**src/rtl/tt_ldb_drain_ctrl.sv**
```systemverilog
// Purpose: drains a run of LDB entries to the VRF writer as write-back beats (optional TT_LDB_DRAIN_PERF_CNT_EN adds perf counters).
// Latency: first o_wr_valid two cycles after the accepted request; one beat per cycle thereafter.
// Backpressure: i_wr_ready low holds the beat and re-reads the same LDB entry so o_wr_data stays valid.
module tt_ldb_drain_ctrl #(
  parameter int DATA_W = 512
) (
  input  logic              clk,
  input  logic              reset_n,
  input  logic              i_drain_valid,
  input  logic [2:0]        i_drain_ref_count,
  input  logic [2:0]        i_drain_lqid_start,
  input  logic [2:0]        i_drain_ldb_start,
  output logic              o_draining,
  output logic              o_ldb_rd_en,
  output logic [2:0]        o_ldb_rd_idx,
  input  logic [DATA_W-1:0] i_ldb_rd_data,
  output logic              o_wr_valid,
  output logic [DATA_W-1:0] o_wr_data,
  output logic [2:0]        o_wr_lqid,
  output logic              o_wr_last,
  input  logic              i_wr_ready,
  output logic              o_drain_complete_valid,
  output logic [2:0]        o_drain_complete_ldb_idx
`ifdef TT_LDB_DRAIN_PERF_CNT_EN
  ,
  output logic [31:0]       o_perf_beats,
  output logic [31:0]       o_perf_stall_cycles
`endif
);

  typedef enum logic {IDLE, ACTIVE} state_e;

  state_e     state_q, state_d;
  logic [2:0] remaining_q, remaining_d;
  logic [2:0] rd_ptr_q, rd_ptr_d;
  logic [2:0] lqid_ptr_q, lqid_ptr_d;
  logic       pend_vld_q, pend_vld_d;
  logic [2:0] pend_idx_q, pend_idx_d;
  logic [2:0] pend_lqid_q, pend_lqid_d;
  logic       pend_last_q, pend_last_d;
  logic       advance;

  // Beat slot moves when it is empty or the writer takes the current beat.
  assign advance = (state_q == ACTIVE) && (!pend_vld_q || i_wr_ready);

  assign o_draining               = (state_q == ACTIVE);
  assign o_wr_valid               = pend_vld_q;
  assign o_wr_data                = i_ldb_rd_data;
  assign o_wr_lqid                = pend_lqid_q;
  assign o_wr_last                = pend_last_q;
  assign o_drain_complete_valid   = pend_vld_q & i_wr_ready;
  assign o_drain_complete_ldb_idx = pend_idx_q;

  // Next-state: request capture, beat issue/hold, and exit once the final slot drains.
  always_comb begin
    state_d      = state_q;
    remaining_d  = remaining_q;
    rd_ptr_d     = rd_ptr_q;
    lqid_ptr_d   = lqid_ptr_q;
    pend_vld_d   = pend_vld_q;
    pend_idx_d   = pend_idx_q;
    pend_lqid_d  = pend_lqid_q;
    pend_last_d  = pend_last_q;
    o_ldb_rd_en  = 1'b0;
    o_ldb_rd_idx = pend_idx_q;
    case (state_q)
      IDLE: begin
        if (i_drain_valid) begin
          state_d     = ACTIVE;
          remaining_d = i_drain_ref_count;
          rd_ptr_d    = i_drain_ldb_start;
          lqid_ptr_d  = i_drain_lqid_start;
        end
      end
      ACTIVE: begin
        if (advance) begin
          if (remaining_q != 3'd0) begin
            o_ldb_rd_en  = 1'b1;
            o_ldb_rd_idx = rd_ptr_q;
            pend_vld_d   = 1'b1;
            pend_idx_d   = rd_ptr_q;
            pend_lqid_d  = lqid_ptr_q;
            pend_last_d  = (remaining_q == 3'd1);
            remaining_d  = remaining_q - 3'd1;
            rd_ptr_d     = rd_ptr_q + 3'd1;
            lqid_ptr_d   = lqid_ptr_q + 3'd1;
          end else begin
            // Nothing left to issue and the slot is empty after this edge.
            pend_vld_d  = 1'b0;
            pend_last_d = 1'b0;
            state_d     = IDLE;
          end
        end else begin
          // Stalled: re-read the held entry so next cycle's data still matches the beat.
          o_ldb_rd_en  = 1'b1;
          o_ldb_rd_idx = pend_idx_q;
        end
      end
      default: state_d = IDLE;
    endcase
  end

  // State, counters and pending beat registers.
  always_ff @(posedge clk or negedge reset_n) begin
    if (!reset_n) begin
      state_q     <= IDLE;
      remaining_q <= 3'd0;
      rd_ptr_q    <= 3'd0;
      lqid_ptr_q  <= 3'd0;
      pend_vld_q  <= 1'b0;
      pend_idx_q  <= 3'd0;
      pend_lqid_q <= 3'd0;
      pend_last_q <= 1'b0;
    end else begin
      state_q     <= state_d;
      remaining_q <= remaining_d;
      rd_ptr_q    <= rd_ptr_d;
      lqid_ptr_q  <= lqid_ptr_d;
      pend_vld_q  <= pend_vld_d;
      pend_idx_q  <= pend_idx_d;
      pend_lqid_q <= pend_lqid_d;
      pend_last_q <= pend_last_d;
    end
  end

`ifdef TT_LDB_DRAIN_PERF_CNT_EN
  logic [31:0] perf_beats_q, perf_stall_q;

  // Accepted-beat and writer-stall counters; both wrap naturally at 2^32.
  always_ff @(posedge clk or negedge reset_n) begin
    if (!reset_n) begin
      perf_beats_q <= 32'd0;
      perf_stall_q <= 32'd0;
    end else begin
      if (pend_vld_q && i_wr_ready)  perf_beats_q <= perf_beats_q + 32'd1;
      if (pend_vld_q && !i_wr_ready) perf_stall_q <= perf_stall_q + 32'd1;
    end
  end

  assign o_perf_beats        = perf_beats_q;
  assign o_perf_stall_cycles = perf_stall_q;
`endif

endmodule
```
**config.mk**
```make
export PLATFORM = sky130hd
export DESIGN_NAME = tt_ldb_drain_ctrl
export DESIGN_NICKNAME = d
export VERILOG_FILES = /design/src/rtl/tt_ldb_drain_ctrl.sv
export SDC_FILE = /design/constraint.sdc
export NUM_CORES = 1
export LEC_CHECK = 0
export ABC_AREA = 0
export BUFFER_PORTS_ARGS = -buffer_cell sky130_fd_sc_hd__buf_4
export CAP_MARGIN = 10
export CORE_AREA = 2 2 408 410
export CTS_CLUSTER_DIAMETER = 120
export DETAILED_ROUTE_END_ITERATION = 7
export DIE_AREA = 0 0 410 412
export SYNTH_ARGS = -nofsm -noshare
export SYNTH_HDL_FRONTEND = slang
export SYNTH_SLANG_ARGS = --single-unit
export TNS_END_PERCENT = 1
```
**constraint.sdc**
```tcl
create_clock -name clk -period 1.7 [get_ports clk]
set_clock_uncertainty 0.2 [all_clocks]
set_input_delay 0.17 -clock clk [delete_from_list [all_inputs] [get_ports clk]]
set_output_delay 0.17 -clock clk [all_outputs]
set_load 0.005 [all_outputs]
```
==> flow_summary_export.csv <==
group,metric,value,unit
status,status,"finished with violations",
status,violations,"setup timing",
setup_path,critical_path_class,"reg2out",
clock_tree,cts_buffer_depth,2,
setup_path,worstSetupEndpointType,"output port",
setup_path,crit_arrival,1.64,ns
floorplanning,core-area,164000,sq um
global_route,gr-usage-all-layers,12.6,%
routing,first_iter_violations,157,
yosys,synth_warnings,0,
yosys,synth_cell_types,31,
clock_tree,htree_levels,1,
yosys,mappedNetlistArea,4830,sq um
timing,slew_headroom,74.9,%
place,hpwl,109,mm
global_route,grt_pass1_vias,1861,
cells_and_area,finalNetCount,667,
pwr,p_per_area,799,nW/um^2
routing,highest_layer,"met5",
floorplanning,die_w,410,um
cells_and_area,area_delta_synth_final,-12.9,%
routing,wl_met3,53.3,mm
routing,wl_met1,5.88,mm
cells_and_area,final_common_cell,"buf_4",
setup_path,r2r-start,"remaining_q[1]",
clock_tree,clk_pin_slew,0.09,ns
setup_path,slowest_delay,0.40,ns
cells_and_area,final_cell_mix,"buf_4 (31), dfrtp_1 (18), nand2_1 (10), a211oi_1 (8), nor2b_1 (7)",
timing,timing.final.ws_setup,-0.314,ns
setup_path,cp-startpoint,"remaining_q[1]",
routing,vias_per_cell,0.930,
timing,hold_viol,0,
setup_path,start_kind,"flop",
setup_path,cp_slowest_cell,"dfrtp_1",
routing,route.detailed.drc,0,
floorplanning,rows,149,
cells_and_area,drive_gt1_share,39.7,%
timing,fmax,496,MHz
clock_tree,cts-root-buf,"clkbuf_16",
global_route,antenna_found_initial,13,
yosys,synthesis.nets,1139,
timing,timing.final.crit_share,118,%
setup_path,required,1.33,ns
floorplanning,die-area,169000,sq um
setup_path,cp_max_fo,5,
place,pre_cts_slack,-0.155,ns
routing,wirelength,112,mm
place,portBuffers,26,
place,gp_congestion,0.909,
yosys,synth.yosys.seq_area_share,9.32,%
setup_path,worstPathCellList,"inv_2, ha_4, nand2b_4, nand3_4, buf_12, mux2_4, buf_6",
floorplanning,start_util,2.94,%
hold_path,hold_class,"in2reg",
routing,wl_per_cell,47.8,um
floorplanning,ioPinCount,1051,
clock_tree,clock_latency,0.28,ns
timing,tightest_slew,0.376,ns
routing,first_pass_iters,4,
timing,setup_viol,4,
pwr,ir_worst_vdd,521,uV
timing,finalMaxSlewViolations,0,
routing,dr_wl_met2,51.4,mm
timing,rsz0062_at_grt,"true",
clock_tree,cts_tree,"yes",
yosys,synthCells,609,
run,maxCapViolCount,0,
global_route,overflow,0,
yosys,synth_seq_cells,18,
timing,period_needed,2.01,ns
pwr,p_leak,0.000677,uW
routing,vias,2170,
global_route,grt_max_degree,27,
yosys,syn_avg_cell_area,7.93,sq um
global_route,grt_pass1_wl,116,mm
clock_tree,cts_sinks,18,
hold_path,worstHoldStart,"i_drain_lqid_start[0]",
floorplanning,die_h,412,um
timing,hold_ws,0.0245,ns
clock_tree,numCtsBuffers,3,
routing,ant_nets,0,
-- worst paths after layout --
kind | cells past startpoint | to | slack [ns]
setup / recovery | 7 | o_ldb_rd_idx[0] | -0.31
max in group asynchronous | 2 | remaining_q[2] | 0.77
setup reg to reg | 7 | o_wr_lqid[2] | 0
min in group asynchronous | 2 | o_wr_lqid[1] | 0.25
hold reg to reg | 2 | o_wr_last | 0.32
hold / removal | 3 | lqid_ptr_q[0] | 0.02
-- cell usage after synthesis --
cell / instances / area share, %
buf_4: 513 / 80
dfrtp_1: 18 / 9.3
nand2_1: 11 / 0.85
a211oi_1: 8 / 1.2
nor2b_1: 7 / 0.91
a21oi_1: 6 / 0.62
ha_1: 5 / 1.3
mux2_2: 5 / 1.2
nand3_1: 3 / 0.31
nor2_1: 3 / 0.23
a31oi_1: 2 / 0.26
buf_2: 2 / 0.21
buf_6: 2 / 0.47
clkbuf_1: 2 / 0.16
inv_1: 2 / 0.16
nand2b_1: 2 / 0.26
o21ai_0: 2 / 0.21
xnor2_1: 2 / 0.36
xor2_1: 2 / 0.36
a22o_1: 1 / 0.18
a311oi_1: 1 / 0.18
a32o_1: 1 / 0.21
and2_1: 1 / 0.13
and2_4: 1 / 0.18
buf_1: 1 / 0.078
mux2i_1: 1 / 0.21
nand3_2: 1 / 0.21
nor3_1: 1 / 0.10
o21a_1: 1 / 0.16
o21ai_1: 1 / 0.10
o22a_1: 1 / 0.18
-- through the flow --
step	TNS [ns]	instance area [sq um]	total power [uW]	instances	util [%]
final	-1.04	4210	3360	2334	2.56
after global routing	-1.28	4190	3620	2327	2.55
after CTS	-1.37	4120	3350	2323	2.51
after detailed placement	-0.476	3950	2620	2313	2.41
after global placement	-0.313	3950	2600	2313	2.41
after floorplan	0	4830	2480	609	-
-- layout make-up --
class                   instances  area (sq um)
fillers                     19500        160000
inverters                       2          7.51
multi-input cells              69           533
flip-flops and latches         18           450
diodes                          9          22.5
clock buffers                   4          88.8
well taps                    2189          2740
repair buffers                 43           369
-- power by group --
part           total, uW  switching, uW  internal [uW]
registers            890            243            646
logic               1870            995            874
clock network        604            243            362
-- cells by family after synthesis --
group	count (synthesis)	synth area share (%)
flops	18	9.32
xor+xnor	4	0.725
compound gates	24	3.34
fa+ha+maj	5	1.29
mux	6	1.37
simple gates	30	3.18
buf+inv	522	80.8
-- layer usage --
| layer | vias up | track usage (%) |
|---|---|---|
| li1 | 435 | - |
| met1 | 642 | 1.81 |
| met2 | 1025 | 20.4 |
| met3 | 56 | 29.1 |
| met4 | 12 | 0.596 |
| met5 | - | 1.02 |
-- state kept, by name (all words and copies together), names as in the netlist --
name                      cells
o_wr_valid                    1
rd_ptr_q                      3
lqid_ptr_q                    3
o_wr_last                     1
o_draining                    1
remaining_q                   3
o_drain_complete_ldb_idx      3
o_wr_lqid                     3
-- worst max-delay path, delay by kind of cell (launching register included) --
| kind | cells | cell delay, ns |
|---|---|---|
| adder cells (fa/ha/maj) | 1 | 0.14 |
| multiplexers | 1 | 0.32 |
| flip-flops | 1 | 0.40 |
| buffers and inverters | 3 | 0.36 |
| AND/OR/NAND/NOR | 2 | 0.13 |
-- what timing repair did --
item,CTS,global route
hold buffers,5,1
pin swaps,2,2
resized for setup,7,10
setup endpoints to repair,7,12
endpoints found under the hold margin,22,1
buffers inserted,1,1
Power figures use the tool's default switching activity.
